`config.mk`:
```
export PLATFORM = sky130hd
export DESIGN_NAME = predelay_commutator
export DESIGN_NICKNAME = d
export VERILOG_FILES = /design/src/rtl/predelay_commutator.sv
export SDC_FILE = /design/constraint.sdc
export NUM_CORES = 1
export LEC_CHECK = 0
export BUFFER_PORTS_ARGS = -buffer_cell sky130_fd_sc_hd__buf_2
export CELL_PAD_IN_SITES_DETAIL_PLACEMENT = 1
export CELL_PAD_IN_SITES_GLOBAL_PLACEMENT = 2
export CORE_ASPECT_RATIO = 1.4
export CORE_MARGIN = 2
export CORE_UTILIZATION = 40
export CTS_CLUSTER_SIZE = 24
export DETAILED_ROUTE_END_ITERATION = 16
export PLACE_DENSITY_LB_ADDON = 0.1
export SYNTH_ARGS = -nofsm -noshare
export SYNTH_HDL_FRONTEND = slang
export SYNTH_SLANG_ARGS = --single-unit
```
`constraint.sdc`:
```
create_clock -name CLK -period 1.6 [get_ports CLK]
set_input_delay 0.24 -clock CLK [delete_from_list [all_inputs] [get_ports CLK]]
set_output_delay 0.24 -clock CLK [all_outputs]
set_load 0.01 [all_outputs]
```
`src/rtl/predelay_commutator.sv`:
```
// R2MDC pre-delay commutator: delays path 1 by DELAY accepted pairs, then alternates
// straight/swap routing every DELAY pairs. Registered outputs, one-cycle latency.
module predelay_commutator #(
    parameter int DELAY = 16,
    parameter int WIDTH = 16
) (
    input  logic                    CLK,
    input  logic                    RST,
    input  logic                    in_valid,
    input  logic signed [WIDTH-1:0] bf_out0_re,
    input  logic signed [WIDTH-1:0] bf_out0_im,
    input  logic signed [WIDTH-1:0] bf_out1_re,
    input  logic signed [WIDTH-1:0] bf_out1_im,
    output logic                    out_valid,
    output logic signed [WIDTH-1:0] cm_out0_re,
    output logic signed [WIDTH-1:0] cm_out0_im,
    output logic signed [WIDTH-1:0] cm_out1_re,
    output logic signed [WIDTH-1:0] cm_out1_im
);
    localparam int CNT_W = $clog2(2 * DELAY);
    localparam logic [CNT_W-1:0] CNT_HALF = CNT_W'(DELAY);
    localparam logic [CNT_W-1:0] CNT_FILL = CNT_W'(DELAY - 1);

    logic [CNT_W-1:0]        pair_cnt;
    logic                    filled;
    logic signed [WIDTH-1:0] dly_re [DELAY];
    logic signed [WIDTH-1:0] dly_im [DELAY];
    logic signed [WIDTH-1:0] d1_re_p0;
    logic signed [WIDTH-1:0] d1_im_p0;
    logic                    sel_p0;

    assign d1_re_p0 = dly_re[DELAY-1];
    assign d1_im_p0 = dly_im[DELAY-1];
    assign sel_p0   = (pair_cnt >= CNT_HALF);

    // Control: pair counter wraps naturally because 2*DELAY is a power of two
    always_ff @(posedge CLK) begin
        if (RST) begin
            pair_cnt  <= '0;
            filled    <= 1'b0;
            out_valid <= 1'b0;
        end else begin
            out_valid <= in_valid & filled;
            if (in_valid) begin
                pair_cnt <= pair_cnt + 1'b1;
                if (pair_cnt == CNT_FILL)
                    filled <= 1'b1;
            end
        end
    end

    // Path-1 delay line; contents deliberately survive reset, gated by filled instead
    always_ff @(posedge CLK) begin
        if (in_valid) begin
            dly_re[0] <= bf_out1_re;
            dly_im[0] <= bf_out1_im;
            for (int i = 1; i < DELAY; i++) begin
                dly_re[i] <= dly_re[i-1];
                dly_im[i] <= dly_im[i-1];
            end
        end
    end

    // Stage p0 -> p1: commutator routing into the output registers
    always_ff @(posedge CLK) begin
        if (RST) begin
            cm_out0_re <= '0;
            cm_out0_im <= '0;
            cm_out1_re <= '0;
            cm_out1_im <= '0;
        end else if (in_valid) begin
            if (sel_p0) begin
                cm_out0_re <= d1_re_p0;
                cm_out0_im <= d1_im_p0;
                cm_out1_re <= bf_out0_re;
                cm_out1_im <= bf_out0_im;
            end else begin
                cm_out0_re <= bf_out0_re;
                cm_out0_im <= bf_out0_im;
                cm_out1_re <= d1_re_p0;
                cm_out1_im <= d1_im_p0;
            end
        end
    end

endmodule

```
==> results of run 1 <==
[worst register-to-register path: stages (launching register included)]
cell	delay, ps
dfxtp_1	340
ha_1	230
and3_1	190
ha_1	260
a211oi_1	210
[per-layer routing]
layer / up-vias / global-route usage (%) / share of wire (%)
li1: 3749 / - / -
met1: 3807 / 13.53 / 46
met2: 180 / 15.82 / 46
met3: 49 / 2.487 / 5.7
met4: 0 / 4.199 / 2.8
met5: - / 0 / 0
[final cells by class]
class | instances | area [sq um] | share of cell area (%)
Clock buffer | 71 | 1458 | 6.501
Clock inverter | 29 | 229.0 | 1.021
Inverter | 1 | 3.754 | 0.01674
Multi-Input combinational cell | 212 | 1496 | 6.674
Sequential cell | 583 | 16800 | 74.92
Tap cell | 617 | 772.0 | 3.443
Timing Repair Buffer | 220 | 1664 | 7.421
[flip-flops by register name, summed over array words and instances (netlist names)]
register / flops
cm_out0_re: 16
filled: 1
dly_im: 256
out_valid: 1
dly_re: 256
cm_out0_im: 16
pair_cnt: 5
cm_out1_re: 16
cm_out1_im: 16
[kinds of logic after synthesis]
logic type / Yosys count
AND/OR/NAND/NOR: 75
AO/OA/AOI/OAI: 68
buffers and inverters: 32
XOR/XNOR: 1
flip-flops: 583
adder cells (fa/ha/maj): 2
multiplexers: 66
[per-stage QoR]
stage	power [mW]	cells	setup slack, ps	util [%]
2_1_floorplan	18.50	827	320.6	-
3_3_place_gp	19.16	1591	276.9	44.31
3_5_place_dp	19.25	1591	252.8	44.31
4_1_cts	31.69	1733	233.9	48.91
5_1_grt	32.36	1733	147.9	48.91
6_report	31.08	1733	255.7	48.91
[Yosys cell counts (2+ instances only)]
master    count
mux2i_1      65
a21oi_1       2
nor2_1       70
buf_12        4
edfxtp_1    512
dfxtp_1      71
buf_2         5
ha_1          2
buf_4         4
clkbuf_1     16
a211oi_1     65
[where the power goes]
part / total (mW) / internal [mW] / switching [mW]
clock network: 12.1 / 6.90 / 5.22
registers: 17.8 / 17.6 / 0.263
logic: 1.15 / 0.503 / 0.643
total: 31.1 / 25.0 / 6.12
[worst max path at each step]
stage,start,to,cells after the start
after detailed placement,in_valid,cm_out0_re[12],5
after CTS,cm_out1_im[12],cm_out1_im[12],1
after global placement,pair_cnt[0],pair_cnt[4],4
after global routing,in_valid,cm_out1_re[11],6
after floorplan,pair_cnt[4],pair_cnt[4],6
final,in_valid,cm_out0_re[13],6
==> summary.md, run 1 <==
| Metric | Value |
|---|---|
| Flip-flop cell with the highest count after synthesis | `edfxtp_1` |
| Via density | `~4.5` |
| All-layer global routing usage | `10.10%` |
| Global-route congestion overflow total | `0` |
| Ant diodes | `0` |
| H-tree depth reported by CTS | `2` |
| Time the worst path needs with I/O delays and setup | `approximately 1300 ps` |
| Endpoint of the worst-slack reg-to-reg timing path | `pair_cnt[4]` |
| Cell occurring most often along the worst timing path | `buf_12` |
| # Post-CTS Setup Buffers | `0` |
| #FFs+latches synth | `583` |
| Total number of nets in the final design | `1142` |
| Clock-pin slew reported for the worst setup and hold paths after clock tree synthesis | `60 ps` |
| Number of nets with antenna violations after routing | `0` |
| Pwr Density | `between 1000 and 1500 nW/um^2` |
| Clock Skew | `14.48 ps` |
| DIE WIDTH | `185.8 microns` |
| Max rail drop VDD | `962.4 uV` |
| Post-Synthesis Cell Area | `between 15000 and 20000 sq um` |
| Final-report hold violation count | `0` |
| RSZ-0062 raised after global routing | `false` |
| Xor/xnor share of the synthesized area | `0.04732%` |
| Critical path class | `in2reg` |
| Hold-fix buffer count after cts | `42` |
| Core box area | `45850 sq um` |
| Last weighted congestion value of the routability-driven placer | `0.6674` |
| Sum of routed wire length over all layers | `24.22 mm` |
| Count of buffers from port buffering | `roughly 130` |
| Final-layout worst hold slack | `33.68 ps` |
| Status | `finished clean` |
| Clock latency on the worst-skew pair | `570 ps` |
| Clock sinks | `583` |
| HPWL after detailed placement | `13.84 mm` |
| DRC viols | `0` |
| Worst Hold Path Cells | `3` |
| Most common cell after layout, fill and taps aside | `edfxtp_1` |
| Fill cells | `4216` |
| Clock tree from TritonCTS | `built` |
| Worst reg2reg path startpoint | `pair_cnt[0]` |
| Worst Path Max Fanout | `31` |
| Period utilisation layout | `~84%` |
| Number of search-and-repair iterations in the first detailed-routing pass | `4` |
| Buffer and inverter count on the worst path | `4` |
| Crit path capture type | `flop` |
| Post-route setup TNS | `0 ps` |
| Critical path cell sequence | `dlygate4sd3_1 -> buf_8 -> buf_12 -> buf_12 -> nor2_1 -> a211oi_1` |
| Post-route cell area | `22420 sq um` |
| # setup viols final | `0` |
| Num ports | `132` |
| Vias after detailed routing | `a little under 8000` |
| Max-slew violations | `0` |
| Standard-cell row count | `between 90 and 100` |
| Clock buffer count from CTS | `55` |
| Placed Instance Area | `20320 sq um` |
| Static Leak | `7.928 nW` |
| Buffer type at the clock tree root | `clkbuf_16` |
| Reported max-cap violation count | `0` |
| Vias in the first global route | `around 8000` |
| FF-to-FF path depth | `4` |
| Clock buffer depth | `3` |
| Complex-gate fraction of the synthesized area | `approximately 2.7%` |
| Flop-to-flop setup slack | `280 ps` |
| Data arrival time of the critical path | `1820 ps` |
| Number of distinct library cells after synthesis | `22` |
| Commonest cells after routing, fill and taps aside | `512 x edfxtp_1, 130 x buf_2, 70 x nor2_1, 70 x dfxtp_1` |
| Worst rel slew slack | `79.16%` |
| Post-synthesis cell type with the largest combined area | `edfxtp_1` |
| Worst-margin pin slew | `312.6 ps` |
| First DRT Iteration DRCs | `424` |
| Area fraction in and, or, nand and nor cells after synthesis | `1.582%` |
| Resized cells post-CTS | `0` |
| Data required time of the worst path | `between 2000 and 2500 ps` |
| Vertical die dimension | `258.5 microns` |
| Relative area change from synthesis to final layout | `21.14%` |
| Area share of the leading cell type in the synthesized netlist | `83.06%` |
| Proportion of synthesized chip area in sequential cells | `90.74%` |
| Warnings, synthesis | `0` |
| Number of enable flip-flop cells after synthesis | `~510` |
| Cells taking the most area after synthesis | `edfxtp_1 83%, dfxtp_1 7.7%, mux2i_1 3.5%, a211oi_1 2.6%, nor2_1 1.4%` |
| Worst min-delay path category | `in2reg` |
| Multiplexer fraction of the synthesized cell area | `3.576%` |
| Layout cell share with drive strength beyond 1 | `a little under a quarter` |
| Initial core utilization | `40.37%` |
| Wire length of the first global-routing pass | `39.50 mm` |
| Maximum number of pins on one net before global-route repair | `66` |
| Top Family by Delay on Critical Path | `buffers and inverters` |
| Average instance area after synthesis | `22.38 sq um` |
| Longest individual stage delay on the worst path | `560 ps` |
| Number of instances in the synthesized netlist | `827` |
| Worst min-delay path endpoint | `cm_out0_re[1]` |
| Area share of fa/ha/maj cells after synthesis | `0.1352%` |
| Number of antenna violations at the first check in global routing | `0` |
| Total die area | `between 40000 and 50000 sq um` |
| Share of synthesized flip-flops with an asynchronous set or reset | `0%` |
| Average routed wire per standard cell | `13.98 microns` |
| Startpoint type of the worst setup path | `input port` |
| Startpoint of the worst hold path | `bf_out0_re[1]` |
| Post-synthesis net count | `896` |
| Critical Path Slowest Stage Cell | `dlygate4sd3_1` |
| Combinational family with the most area after synthesis | `multiplexers` |
| Upper clock frequency limit | `743.9 MHz` |
Power figures use the tool's default switching activity.
==> inputs of run 2 (changes only) <==
==> constraint.sdc (replaced) <==
create_clock -name CLK -period 1.2 [get_ports CLK]
set_input_delay 0.18 -clock CLK [delete_from_list [all_inputs] [get_ports CLK]]
set_output_delay 0.18 -clock CLK [all_outputs]
set_load 0.01 [all_outputs]
==> run 2 against run 1 <==
- the run now ends with setup timing left
- highest routed layer unchanged
- clock power increased by 31%
- critical path depth decreased by 5
- largest power group unchanged
- combinational power increased by 72%
- worst setup slack got worse by 270 ps
- sequential share of layout area decreased by 3.1 points
- final area increased by 4.8%
- sequential power increased by 34%
- via count increased by 3.3%
- critical endpoint is now cm_out1_im[3]
- die area unchanged
- flip-flop and latch count unchanged
- core utilization increased by 2.4 points
==> summary.md, run 2 (same netlist as run 1, synthesis figures left out) <==
| Metric | Value |
|---|---|
| Total die area | `slightly below 50000 sq um` |
| GRT Max-Usage Layer | `met2` |
| Number of antenna violations at the first check in global routing | `0` |
| Critical path class | `reg2out` |
| Num ports | `132` |
| RSZ-0062 raised after global routing | `true` |
| Standard-cell row count | `93` |
| Critical path cell sequence | `buf_6` |
| Sum of routed wire length over all layers | `26.13 mm` |
| Worst Path Max Fanout | `2` |
| Cell Count Post-Placement | `1592` |
| Vias in the first global route | `8113` |
| FF-to-FF path depth | `4` |
| Total number of nets in the final design | `1202` |
| Worst-margin pin slew | `332.9 ps` |
| Data arrival time of the critical path | `1030 ps` |
| Via density | `4.486` |
| H-tree depth reported by CTS | `2` |
| Maximum number of pins on one net before global-route repair | `76` |
| Count of buffers from port buffering | `131` |
| Vias after detailed routing | `8044` |
| First DRT Iteration DRCs | `433` |
| Worst Hold Path Cells | `2` |
| Grt met1 use | `between 10% and 20%` |
| Worst rel slew slack | `77.81%` |
| Global-route congestion overflow total | `0` |
| Smallest setup slack after layout | `-9.444 ps` |
| Worst reg2reg path startpoint | `pair_cnt[0]` |
| Reported max-cap violation count | `0` |
| Ant diodes | `0` |
| Buffer type at the clock tree root | `clkbuf_16` |
| Number of nets with antenna violations after routing | `0` |
| Top Family by Delay on Critical Path | `flip-flops` |
| DIE WIDTH | `about 190 microns` |
| Endpoint of the worst-slack reg-to-reg timing path | `pair_cnt[4]` |
| Total power draw | `41.54 mW` |
| HPWL after detailed placement | `13.45 mm` |
| Worst min-delay path endpoint | `dly_im[0][22]` |
| Relative area change from synthesis to final layout | `26.96%` |
| Layout cell share with drive strength beyond 1 | `between 30% and 40%` |
| Critical Path Slowest Stage Cell | `dfxtp_2` |
| Global routing met2 resource utilization | `16.50%` |
| All-layer global routing usage | `between 10% and 20%` |
| Final-report hold violation count | `0` |
| Clock sinks | `583` |
| Layout Utilization | `roughly half` |
| Time the worst path needs with I/O delays and setup | `1209 ps` |
| Vertical die dimension | `258.5 microns` |
| Commonest cells after routing, fill and taps aside | `512 x edfxtp_1, 70 x nor2_1, 67 x dfxtp_2` |
| Flop-to-flop setup slack | `50 ps` |
| Longest individual stage delay on the worst path | `about 360 ps` |
| Max-slew violations | `0` |
| Clock latency on the worst-skew pair | `570 ps` |
| Violated checks | `setup timing` |
| Static Leak | `roughly 8.3 nW` |
| # setup viols final | `2` |
| Clock-pin slew reported for the worst setup and hold paths after clock tree synthesis | `around 60 ps` |
| Clock tree from TritonCTS | `built` |
| DRC viols | `0` |
| Clock buffer depth | `3` |
| Max rail drop VDD | `1235 uV` |
| Final non-filler cell total | `approximately 1800` |
| Clock Skew | `14.87 ps` |
| Buffer and inverter count on the worst path | `1` |
| Fill cells | `4130` |
| Last weighted congestion value of the routability-driven placer | `0.6594` |
| Average routed wire per standard cell | `14.57 microns` |
| Data required time of the worst path | `approximately 1000 ps` |
| Period utilisation layout | `100.8%` |
| Startpoint type of the worst setup path | `flop` |
| Crit path capture type | `primary output` |
| Wire length of the first global-routing pass | `between 40 and 50 mm` |
| Core box area | `approximately 46000 sq um` |
| Upper clock frequency limit | `roughly 830 MHz` |
| Pwr Density | `1768 nW/um^2` |
| Startpoint of the worst hold path | `in_valid` |
| Largest registers in the final layout | `dly_im (256), dly_re (256)` |
| Initial core utilization | `between 40% and 50%` |
| Worst min-delay path category | `in2reg` |
| Routing usage on met3 | `2.277%` |
| Number of search-and-repair iterations in the first detailed-routing pass | `4` |
| Most common cell after layout, fill and taps aside | `edfxtp_1` |
| Status | `finished, violations left` |
| Clock buffer count from CTS | `53` |
[run 2: cell types whose count changed in the layout (fill, tap and decap cells not counted), moves of 3 or more]
cell / change
buf_12: -7
buf_2: -65
clkinv_2: -3
buf_6: +65
dfxtp_1: -67
dfxtp_2: +67
dlygate4sd3_1: +23
buf_4: +36
buf_16: +5
[run 2: through the flow]
stage | setup slack, ps | TNS [ps] | cell area [sq um] | hold WS [ps]
final | -9.444 | -10.57 | 23500 | 300.5
after global routing | -58.24 | -2383 | 23500 | 290.4
after CTS | -49.62 | -1663 | 23160 | 260.1
after detailed placement | 2.670 | 0 | 20300 | 358.4
after global placement | 8.646 | 0 | 20300 | 356.1
after floorplan | 13.39 | 0 | 18530 | 278.9
[run 2: timing repair]
action | CTS | global route
endpoints found under the setup margin | 66 | 92
gates cloned | 0 | 5
gates resized for setup | 132 | 11
endpoints found under the hold margin | 103 | 0
pin swaps | 0 | 0
hold buffers | 66 | 0
buffers inserted | 11 | 21
[run 2: layout make-up]
cell class                 instances  area (sq um)  share of cell area [%]
clock buffer                      70          1390                   5.915
clock inverter                    28         234.0                  0.9956
inverter                           1         3.754                 0.01597
multi-input combinational        212          1526                   6.495
sequential                       583         16880                   71.84
tap                              617         772.0                   3.285
timing repair buffer             282          2691                   11.45
[run 2: worst max path at each step]
| stage | start | endpoint | slack [ps] | depth (start not counted) |
|---|---|---|---|---|
| after detailed placement | in_valid | cm_out1_re[15] | 3 | 4 |
| final | cm_out1_im[3] | cm_out1_im[3] | -9 | 1 |
| after CTS | cm_out1_im[3] | cm_out1_im[3] | -50 | 1 |
| after global routing | cm_out1_im[3] | cm_out1_im[3] | -60 | 1 |
| after global placement | pair_cnt[0] | pair_cnt[4] | 9 | 4 |
| after floorplan | pair_cnt[0] | pair_cnt[4] | 10 | 4 |
[run 2: metal layers]
layer | up-vias | wire [microns]
met1 | 3954 | 11960
met2 | 173 | 12280
li1 | 3863 | -
met3 | 54 | 1137
met5 | - | 0
met4 | 0 | 753
[run 2: report_power, final]
part	switching [mW]	leakage [nW]	total [mW]	internal, mW
clock network	6.94	0.781	15.8	8.81
logic	0.944	1.93	1.98	1.04
registers	0.374	5.62	23.8	23.4
total	8.26	8.33	41.5	33.3
